**src/rtl/spi_poly_frontend_mp.sv**
```systemverilog
// SPI command frontend: LSB-first frames into a shadow polygon bank, published on frame_sync.
// Optional status readback on miso_out when SPI_READBACK_EN is defined.
`timescale 1ns/1ps
module spi_poly_frontend_mp #(
  parameter int NUM_POLY = 4,
  parameter int X_W      = 7,
  parameter int Y_W      = 6,
  parameter int COLOR_W  = 6,
  parameter int DEPTH_W  = 3
) (
  input  logic                        clk,
  input  logic                        rst,
  input  logic                        cs_in,
  input  logic                        sck_in,
  input  logic                        mosi_in,
  output logic                        miso_out,
  input  logic                        en_load,
  input  logic                        frame_sync,
  output logic [COLOR_W-1:0]          bg_color_out,
  output logic [NUM_POLY*COLOR_W-1:0] poly_color_out,
  output logic [NUM_POLY*X_W-1:0]     v0_x_out,
  output logic [NUM_POLY*X_W-1:0]     v1_x_out,
  output logic [NUM_POLY*X_W-1:0]     v2_x_out,
  output logic [NUM_POLY*Y_W-1:0]     v0_y_out,
  output logic [NUM_POLY*Y_W-1:0]     v1_y_out,
  output logic [NUM_POLY*Y_W-1:0]     v2_y_out,
  output logic [NUM_POLY*DEPTH_W-1:0] poly_depth_out,
  output logic [NUM_POLY-1:0]         poly_enable_out,
  output logic                        en_screen_out,
  output logic                        cmd_done,
  output logic                        cmd_err
);
  localparam int P          = COLOR_W + 3*X_W + 3*Y_W + DEPTH_W;
  localparam int FRAME_BITS = 8 + 8*((P + 7) / 8);
  localparam int CNT_W      = $clog2(FRAME_BITS + 1);
  localparam int IDX_W      = (NUM_POLY > 1) ? $clog2(NUM_POLY) : 1;
  localparam logic [4:0] NUM_POLY_L = 5'(NUM_POLY);
  localparam int O_V0X = COLOR_W;
  localparam int O_V1X = O_V0X + X_W;
  localparam int O_V2X = O_V1X + X_W;
  localparam int O_V0Y = O_V2X + X_W;
  localparam int O_V1Y = O_V0Y + Y_W;
  localparam int O_V2Y = O_V1Y + Y_W;
  localparam int O_D   = O_V2Y + Y_W;

  typedef enum logic [1:0] {IDLE, SHIFT, EXEC, DONE} state_t;

  logic cs_s1_q, cs_s2_q, sck_s1_q, sck_s2_q, sck_s3_q, mosi_s1_q, mosi_s2_q;
  state_t state_q, state_d;
  logic [CNT_W-1:0] cnt_q, cnt_d;
  logic [FRAME_BITS-1:0] frame_q, frame_d;
  logic [P-1:0] shadow_q [NUM_POLY];
  logic [P-1:0] active_q [NUM_POLY];
  logic [NUM_POLY-1:0] sh_en_q, act_en_q;
  logic [COLOR_W-1:0] bg_q;
  logic en_screen_q, err_sticky_q, cmd_done_q, cmd_err_q;
  logic [5:0] commit_q;
  logic sck_rise, bit_acc, abort_err, bad, exec_done, err_now;
  logic do_wr, do_clr, do_on, do_off, do_bg, do_rd, idx_ok;
  logic [7:0] cmd;
  logic [3:0] idx;
  logic [IDX_W-1:0] slot;
  logic [P-1:0] payload;

  always_ff @(posedge clk or posedge rst) begin
    if (rst) begin
      cs_s1_q   <= 1'b1;
      cs_s2_q   <= 1'b1;
      sck_s1_q  <= 1'b0;
      sck_s2_q  <= 1'b0;
      sck_s3_q  <= 1'b0;
      mosi_s1_q <= 1'b0;
      mosi_s2_q <= 1'b0;
    end else begin
      cs_s1_q   <= cs_in;
      cs_s2_q   <= cs_s1_q;
      sck_s1_q  <= sck_in;
      sck_s2_q  <= sck_s1_q;
      sck_s3_q  <= sck_s2_q;
      mosi_s1_q <= mosi_in;
      mosi_s2_q <= mosi_s1_q;
    end
  end

  assign sck_rise = sck_s2_q & ~sck_s3_q;
  assign bit_acc  = sck_rise & (en_load | ~en_screen_q) & (state_q == SHIFT);

  always_ff @(posedge clk or posedge rst) begin
    if (rst) begin
      state_q <= IDLE;
      cnt_q   <= '0;
      frame_q <= '0;
    end else begin
      state_q <= state_d;
      cnt_q   <= cnt_d;
      frame_q <= frame_d;
    end
  end

  // New bits enter at the top so the first bit received settles at frame bit 0.
  always_comb begin
    state_d   = state_q;
    cnt_d     = cnt_q;
    frame_d   = frame_q;
    abort_err = 1'b0;
    case (state_q)
      IDLE: begin
        if (!cs_s2_q) begin
          state_d = SHIFT;
          cnt_d   = '0;
        end
      end
      SHIFT: begin
        if (cnt_q == CNT_W'(FRAME_BITS)) begin
          state_d = EXEC;
        end else if (cs_s2_q) begin
          state_d   = IDLE;
          abort_err = (cnt_q != '0);
        end else if (bit_acc) begin
          frame_d = {mosi_s2_q, frame_q[FRAME_BITS-1:1]};
          cnt_d   = cnt_q + 1'b1;
        end
      end
      EXEC:    state_d = DONE;
      DONE:    if (cs_s2_q) state_d = IDLE;
      default: state_d = IDLE;
    endcase
  end

  assign cmd     = frame_q[7:0];
  assign idx     = cmd[3:0];
  assign slot    = idx[IDX_W-1:0];
  assign payload = frame_q[8 +: P];
  assign idx_ok  = ({1'b0, idx} < NUM_POLY_L);

  always_comb begin
    do_wr  = 1'b0;
    do_clr = 1'b0;
    do_on  = 1'b0;
    do_off = 1'b0;
    do_bg  = 1'b0;
    do_rd  = 1'b0;
    bad    = 1'b0;
    if (state_q == EXEC) begin
      if (cmd[7:4] == 4'h8) begin
        if (idx_ok) do_wr = 1'b1;
        else        bad   = 1'b1;
      end else if (cmd[7:4] == 4'h4) begin
        if (idx_ok) do_clr = 1'b1;
        else        bad    = 1'b1;
      end else begin
        case (cmd)
          8'h21:   do_on  = 1'b1;
          8'h20:   do_off = 1'b1;
          8'h01:   do_bg  = 1'b1;
          8'h02:   do_rd  = 1'b1;
          default: bad    = 1'b1;
        endcase
      end
    end
  end

  assign exec_done = (state_q == EXEC) & ~bad;
  assign err_now   = abort_err | bad;

  // Writes land on the EXEC edge, so a coincident frame_sync publishes the old shadow.
  always_ff @(posedge clk or posedge rst) begin
    if (rst) begin
      for (int i = 0; i < NUM_POLY; i++) begin
        shadow_q[i] <= '0;
        active_q[i] <= '0;
      end
      sh_en_q  <= '0;
      act_en_q <= '0;
    end else begin
      if (frame_sync) begin
        active_q <= shadow_q;
        act_en_q <= sh_en_q;
      end
      if (do_wr) begin
        shadow_q[slot] <= payload;
        sh_en_q[slot]  <= 1'b1;
      end
      if (do_clr) begin
        shadow_q[slot] <= '0;
        sh_en_q[slot]  <= 1'b0;
      end
    end
  end

  always_ff @(posedge clk or posedge rst) begin
    if (rst) begin
      bg_q         <= '0;
      en_screen_q  <= 1'b0;
      commit_q     <= '0;
      err_sticky_q <= 1'b0;
      cmd_done_q   <= 1'b0;
      cmd_err_q    <= 1'b0;
    end else begin
      cmd_done_q <= exec_done;
      cmd_err_q  <= err_now;
      if (do_bg)     bg_q        <= payload[COLOR_W-1:0];
      if (do_on)     en_screen_q <= 1'b1;
      if (do_off)    en_screen_q <= 1'b0;
      if (exec_done) commit_q    <= commit_q + 6'd1;
      if (err_now)    err_sticky_q <= 1'b1;
      else if (do_rd) err_sticky_q <= 1'b0;
    end
  end

`ifdef SPI_READBACK_EN
  logic rd_q, miso_q, sck_fall;
  logic [7:0] status;
  logic [CNT_W-1:0] rb_sel;
  assign sck_fall = ~sck_s2_q & sck_s3_q;
  assign status   = {commit_q, err_sticky_q, en_screen_q};
  assign rb_sel   = cnt_q - CNT_W'(8);

  // Status bit k follows the falling edge after rising edge 8+k of a 0x02 frame.
  always_ff @(posedge clk or posedge rst) begin
    if (rst) begin
      rd_q   <= 1'b0;
      miso_q <= 1'b0;
    end else begin
      if (state_q == IDLE)
        rd_q <= 1'b0;
      else if (bit_acc && cnt_q == CNT_W'(7))
        rd_q <= ({mosi_s2_q, frame_q[FRAME_BITS-1 -: 7]} == 8'h02);
      if (state_q != SHIFT)
        miso_q <= 1'b0;
      else if (sck_fall)
        miso_q <= rd_q && cnt_q >= CNT_W'(8) && cnt_q < CNT_W'(16) && status[rb_sel[2:0]];
    end
  end
  assign miso_out = miso_q;
`else
  assign miso_out = 1'b0;
`endif

  for (genvar i = 0; i < NUM_POLY; i++) begin : g_out
    assign poly_color_out[i*COLOR_W +: COLOR_W] = active_q[i][0 +: COLOR_W];
    assign v0_x_out[i*X_W +: X_W]               = active_q[i][O_V0X +: X_W];
    assign v1_x_out[i*X_W +: X_W]               = active_q[i][O_V1X +: X_W];
    assign v2_x_out[i*X_W +: X_W]               = active_q[i][O_V2X +: X_W];
    assign v0_y_out[i*Y_W +: Y_W]               = active_q[i][O_V0Y +: Y_W];
    assign v1_y_out[i*Y_W +: Y_W]               = active_q[i][O_V1Y +: Y_W];
    assign v2_y_out[i*Y_W +: Y_W]               = active_q[i][O_V2Y +: Y_W];
    assign poly_depth_out[i*DEPTH_W +: DEPTH_W] = active_q[i][O_D +: DEPTH_W];
  end

  assign poly_enable_out = act_en_q;
  assign bg_color_out    = bg_q;
  assign en_screen_out   = en_screen_q;
  assign cmd_done        = cmd_done_q;
  assign cmd_err         = cmd_err_q;
endmodule

```
**config.mk**
```make
export PLATFORM = sky130hd
export DESIGN_NAME = spi_poly_frontend_mp
export DESIGN_NICKNAME = d
export VERILOG_FILES = /design/src/rtl/spi_poly_frontend_mp.sv
export SDC_FILE = /design/constraint.sdc
export NUM_CORES = 1
export LEC_CHECK = 0
export CORE_ASPECT_RATIO = 1.2
export CORE_MARGIN = 2
export CORE_UTILIZATION = 60
export CTS_CLUSTER_SIZE = 8
export DETAILED_ROUTE_END_ITERATION = 8
export DONT_BUFFER_PORTS = 1
export GPL_TIMING_DRIVEN = 0
export PLACE_DENSITY = 0.83
export SYNTH_ARGS = -nofsm -noshare
export SYNTH_HDL_FRONTEND = slang
export SYNTH_SLANG_ARGS = --single-unit
```
**constraint.sdc**
```tcl
create_clock -name clk -period 20.6 [get_ports clk]
set_input_delay 4.12 -clock clk [delete_from_list [all_inputs] [get_ports clk]]
set_output_delay 4.12 -clock clk [all_outputs]
set_load 0.01 [all_outputs]
```
==> results of run 1 <==
-- worst paths after layout --
check | from | end | slack, ps | depth (start not counted)
min in group asynchronous | rst | v0_x_out[25]$_DFFE_PP0P_ | 3570 | 1
max | frame_sync | poly_color_out[7]$_DFFE_PP0P_ | 14470 | 4
max reg2reg | cnt_q[0]$_DFFE_PP0P_ | frame_q[24]$_DFFE_PP0P_ | 17880 | 9
max in group asynchronous | rst | v1_y_out[8]$_DFFE_PP0P_ | 15510 | 3
min reg2reg | sck_s1_q$_DFF_PP0_ | sck_s2_q$_DFF_PP0_ | 350 | 0
min | sck_s1_q$_DFF_PP0_ | sck_s2_q$_DFF_PP0_ | 350 | 0
-- cell type report --
type                            instances  area, um2  area share
Sequential cell                       472      11800       0.591
Multi-Input combinational cell        584       5390       0.270
Clock buffer                           75       1790      0.0897
Tap cell                              385        482      0.0241
Buffer                                 81        352      0.0176
Timing Repair Buffer                    3       82.6     0.00413
Clock inverter                          4       50.0     0.00250
Inverter                                3       18.8    0.000939
-- worst register-to-register path, delay by kind of cell (launching register included) --
kind                       cells  cell delay [ps]
and+or+nand+nor                3              710
DFF                            1              400
muxes                          1              370
adders and majority gates      1              190
buffers and inverters          4              930
-- power groups by stage --
stage / Clock (uW) / Combinational, uW / Sequential, uW
6_report: 978 / 43.7 / 937
2_1_floorplan: 0 / 32.6 / 952
3_3_place_gp: 0 / 41.7 / 953
4_1_cts: 993 / 45.2 / 937
3_5_place_dp: 0 / 45.2 / 952
5_1_grt: 1040 / 49.8 / 937
-- cells in the final DEF, fill, tap and decap left out, types with 2 or more instances in the layout --
cell type / instances
nand3_1: 4
buf_4: 2
or3_1: 5
buf_6: 2
clkinv_8: 2
ha_1: 2
mux2_2: 259
clkbuf_1: 61
dfstp_2: 2
nor3_1: 6
nor2_1: 5
a21oi_1: 9
inv_6: 2
nand3b_1: 2
nor2b_1: 7
o2bb2ai_2: 10
nand4_1: 2
o2bb2ai_1: 182
inv_1: 2
and4_1: 3
buf_2: 20
xnor2_1: 2
dfrtp_1: 470
nand2_1: 56
o21ai_0: 7
a31o_2: 2
nor3b_2: 2
buf_16: 3
o31ai_1: 2
clkbuf_16: 71
-- flip-flops by register name, summed over array words and instances (netlist names), 2 cells and up --
signal,flops
v0_y_out,24
state_q,2
cnt_q,6
v1_y_out,24
poly_color_out,24
v2_x_out,28
sh_en_q,4
v2_y_out,24
v1_x_out,28
v0_x_out,28
bg_color_out,6
frame_q,56
shadow_q,192
poly_enable_out,4
poly_depth_out,12
-- per-layer routing --
| layer | vias up | track usage | share of wire |
|---|---|---|---|
| met4 | 0 | 0.113 | 0.031 |
| met3 | 87 | 0.0913 | 0.084 |
| met1 | 5352 | 0.344 | 0.39 |
| li1 | 4295 | - | - |
| met5 | - | 0 | 0 |
| met2 | 372 | 0.460 | 0.50 |
-- per-stage QoR --
stage | cells | cell area, um2 | power (uW)
2_1_floorplan | 1140 | 17600 | 984
3_3_place_gp | 1525 | 18000 | 994
3_5_place_dp | 1528 | 18100 | 997
4_1_cts | 1607 | 20000 | 1970
5_1_grt | 1607 | 20000 | 2020
6_report | 1607 | 20000 | 1960
-- logic make-up after synthesis --
logic type | count (synthesis) | share of synthesized area
DFF | 472 | 0.673
muxes | 260 | 0.167
AOI/OAI and AO/OA | 220 | 0.109
and+or+nand+nor | 99 | 0.0285
buffers and inverters | 84 | 0.0207
adders and majority gates | 2 | 0.00142
xor gates and xnor gates | 2 | 0.000997
other | 1 | 0.000213
==> qor.csv, run 1 <==
metric;value;unit
outcome;completed;
rsz0062_at_grt;no;
grt.overflow.total;0;
via_per_inst;6.29;
maxCapViolCount;0;
power.density;98.1;nW/um2
clock-sinks;472;
syn_nets;1149;
dpl.hpwl;26600;um
cts_setup_buffers;0;
nFillCells;1879;
cts_hold_buf;0;
diodes;0;
slew_headroom;0.319;
critPathLaunchType;input port;
cts_buffers;68;
drt_drc_violations_left;0;
synthFlopType;dfrtp_1;
antenna_found_initial;0;
io_pins;213;
fin_setup_tns;0;ps
drt-total-wl;41200;um
wl_per_cell;25.7;um
p_int;1550;uW
core;28800;um2
synth_area_leaders;dfrtp_1, mux2_2, o2bb2ai_1;
first_pass_iters;5;
yosysMostFrequentCell;dfrtp_1;
final_layout_size_suffix_gt1_frac;0.312;
synth_common_cells;dfrtp_1, mux2_2, o2bb2ai_1;
via_count;10106;
die_area;30700;um2
yosys_warnings;0;
combPwrFrac;0.022;
clkPwrFrac;0.499;
fin_nets;1222;
antenna_left;0;
synth_top_cell_by_area;dfrtp_1;
holdWs;345;ps
synth_top_area_share;0.670;
fmax;163;MHz
synth.avg_cell_area;15.4;um2
root_buffer;clkbuf_16;
cp.arrival;6550;ps
cp-end-kind;flop;
ys_seq_elements;472;
final_util;0.695;
synth_area;17600;um2
cp_top_family;buffers and inverters;
finalMaxSlewViolations;0;
synth.distinct_cells;43;
p_sw_frac;0.207;
criticalPathCategory;in -> reg;
worst_slew_pin_slew;1020;ps
synthArstFlopShare;1.00;
grt_pass1_vias;11142;
clock_latency;560;ps
gp_congestion;0.796;
finalClockSkew;20.1;ps
cts_resized;0;
start_util;0.611;
grt_use_total;0.279;
synth.yosys.seq_area_share;0.673;
rows;68;
vdd_drop_max;0.0000608;V
syn_inst;1140;
p_leak;0.00947;uW
required;21020;ps
grt_max_degree;135;
max-clock-path-buffers;3;
drtIter0Drc;695;
pre_cts_ws;13900;ps
fp.dieH;191;um
post-route-period-util;0.298;
grt_pass1_wl;65200;um
die_width;160;um
min_period;6130;ps
htreeDepth;3;
switching_power;405;uW
io_buffers;0;
slowest_delay;830;ps
setup_viol_count_final;0;
cts_tree;done;
critPathBufInv;3;
cp_slowest_cell;clkbuf_1;
finalHoldViolations;0;
cp_common_cell;clkbuf_1;
path_cells;clkbuf_1, clkbuf_1, clkbuf_1, mux2_2;
fin_ws;14470;ps
hold_class;reg -> reg;
synth-edff-count;0;
area_growth;13.7;%
worstPathMaxFanout;10;
path_clk_slew;50;ps
power_frac_seq;0.478;
No activity file was read; power rests on OpenSTA's default activity.
==> run 2: changes to the inputs <==
- clock period: 20.6 -> 6.3 ns (I/O delays scaled with it)
==> run 2 against run 1 <==
  * Global-route usage down 0.46 points
  * Final cell count rose by 0.68%
  * Register-to-register slack got worse by 14000 ps
  * Clock skew is 4.3 ps lower
  * Sequential share of layout area fell by 0.40 points
  * Combinational power increased to 3.6 times the previous value
  * Routed wire length fell by 0.97%
  * Design area is 0.69% higher
  * Largest cell class unchanged
  * Largest power group unchanged
==> qor.csv, run 2 (synthesis results as in run 1) <==
metric;value;unit
outcome;completed;
seq_area;11800;um2
power_frac_seq;0.480;
clkPwrFrac;0.496;
clock_latency;550;ps
path_cells;clkbuf_1, clkbuf_1, clkbuf_1, mux2_2;
vdd_drop_max;0.000172;V
finalHoldViolations;0;
hold_class;reg -> reg;
top_register;shadow_q;
rows;68;
antenna_left;0;
fp.dieH;191;um
cp_slowest_cell;clkbuf_1;
switching_power;1320;uW
via_per_inst;6.23;
mostFrequentLayoutCell;dfrtp_1;
final_layout_size_suffix_gt1_frac;0.316;
io_pins;213;
p_leak;0.00953;uW
clock-sinks;472;
fin_nets;1231;
drt-total-wl;40800;um
required;6720;ps
cts_resized;0;
worstPathMaxFanout;10;
drt_drc_violations_left;0;
die_width;160;um
first_pass_iters;5;
cts_tree;done;
cp_top_family;buffers and inverters;
grt_max_degree;46;
antenna_found_initial;0;
placed_cells;1537;
cp_common_cell;clkbuf_1;
start_util;0.611;
fin_setup_tns;0;ps
fin_ws;3060;ps
cp-end-kind;flop;
maxCapViolCount;0;
finalClockSkew;15.9;ps
drtIter0Drc;562;
dpl.hpwl;27300;um
final_util;0.700;
wl_per_cell;25.2;um
diodes;0;
p_sw_frac;0.206;
die_area;30700;um2
nFillCells;1866;
largest_reg_flops;192;
power.density;318;nW/um2
criticalPathCategory;in -> reg;
cts_setup_buffers;0;
htreeDepth;3;
path_clk_slew;50;ps
cts_buffers;68;
io_buffers;0;
gp_congestion;0.798;
grt_pass1_wl;64500;um
area_growth;14.5;%
critPathBufInv;3;
combPwrFrac;0.025;
min_period;3240;ps
setup_viol_count_final;0;
finalMaxSlewViolations;0;
cts_hold_buf;0;
max-clock-path-buffers;3;
multi_input_area;5390;um2
critPathLaunchType;input port;
worst_slew_pin_slew;1070;ps
slew_headroom;0.288;
p_int;5070;uW
reg_top3;shadow_q: 192 flops, frame_q: 56 flops;
slowest_delay;860;ps
cp.arrival;3670;ps
grt.overflow.total;0;
final_cell_mix;dfrtp_1, mux2_2, o2bb2ai_1, clkbuf_16, clkbuf_1;
grt_use_total;0.274;
pre_cts_ws;2540;ps
via_count;10085;
final_cells;1618;
core;28800;um2
fmax;308;MHz
grt_pass1_vias;11007;
rsz0062_at_grt;no;
holdWs;347;ps
root_buffer;clkbuf_16;
post-route-period-util;0.515;
## run 2: cell count changes in the layout (fill, tap and decap cells not counted)
cell,change
clkbuf_1,+2
clkinv_8,-1
inv_8,-1
buf_16,-3
clkbuf_16,-1
inv_6,+2
buf_12,+12
clkinvlp_4,+1
## run 2: layout make-up
| class | instances | share of cell area |
|---|---|---|
| plain buffers | 81 | 0.0175 |
| repair buffers | 12 | 0.0119 |
| flip-flops and latches | 472 | 0.587 |
| well taps | 385 | 0.0239 |
| inverters | 3 | 0.000746 |
| multi-input cells | 584 | 0.268 |
| clock buffers | 76 | 0.0882 |
| clock inverters | 5 | 0.00255 |
## run 2: final timing paths
| path | cells past startpoint | slack, ps | endpoint | startpoint |
|---|---|---|---|---|
| max in group asynchronous | 6 | 4220 | shadow_q[47]$_DFF_PP0_ | rst |
| worst min register to register | 0 | 350 | mosi_s2_q$_DFF_PP0_ | mosi_s1_q$_DFF_PP0_ |
| worst max-delay path | 4 | 3060 | v0_x_out[7]$_DFFE_PP0P_ | frame_sync |
| min in group asynchronous | 1 | 480 | v0_y_out[6]$_DFFE_PP0P_ | rst |
| worst max register to register | 9 | 3600 | frame_q[17]$_DFFE_PP0P_ | cnt_q[0]$_DFFE_PP0P_ |
| worst min-delay path | 0 | 350 | mosi_s2_q$_DFF_PP0_ | mosi_s1_q$_DFF_PP0_ |
## run 2: layer usage
layer  track usage  up-vias  part of all wire  wire, um
met2         0.461      333              0.50     20600
met1         0.340     5364              0.39     16000
li1              -     4321                 -         -
met5             0        -                 0         0
met3        0.0883       67             0.081      3300
met4        0.0932        0             0.024       979
## run 2: metrics by stage
stage	total power (uW)	instance area (um2)
3_5_place_dp	3270	18300
6_report	6390	20100
3_3_place_gp	3250	18100
4_1_cts	6450	20100
5_1_grt	6600	20100
2_1_floorplan	3220	17600
## run 2: power groups by stage
stage          registers (uW)  logic (uW)  clock network [uW]
6_report                 3070         157                3170
5_1_grt                  3060         176                3370
4_1_cts                  3070         161                3220
3_5_place_dp             3110         161                   0
3_3_place_gp             3120         137                   0
2_1_floorplan            3110         107                   0
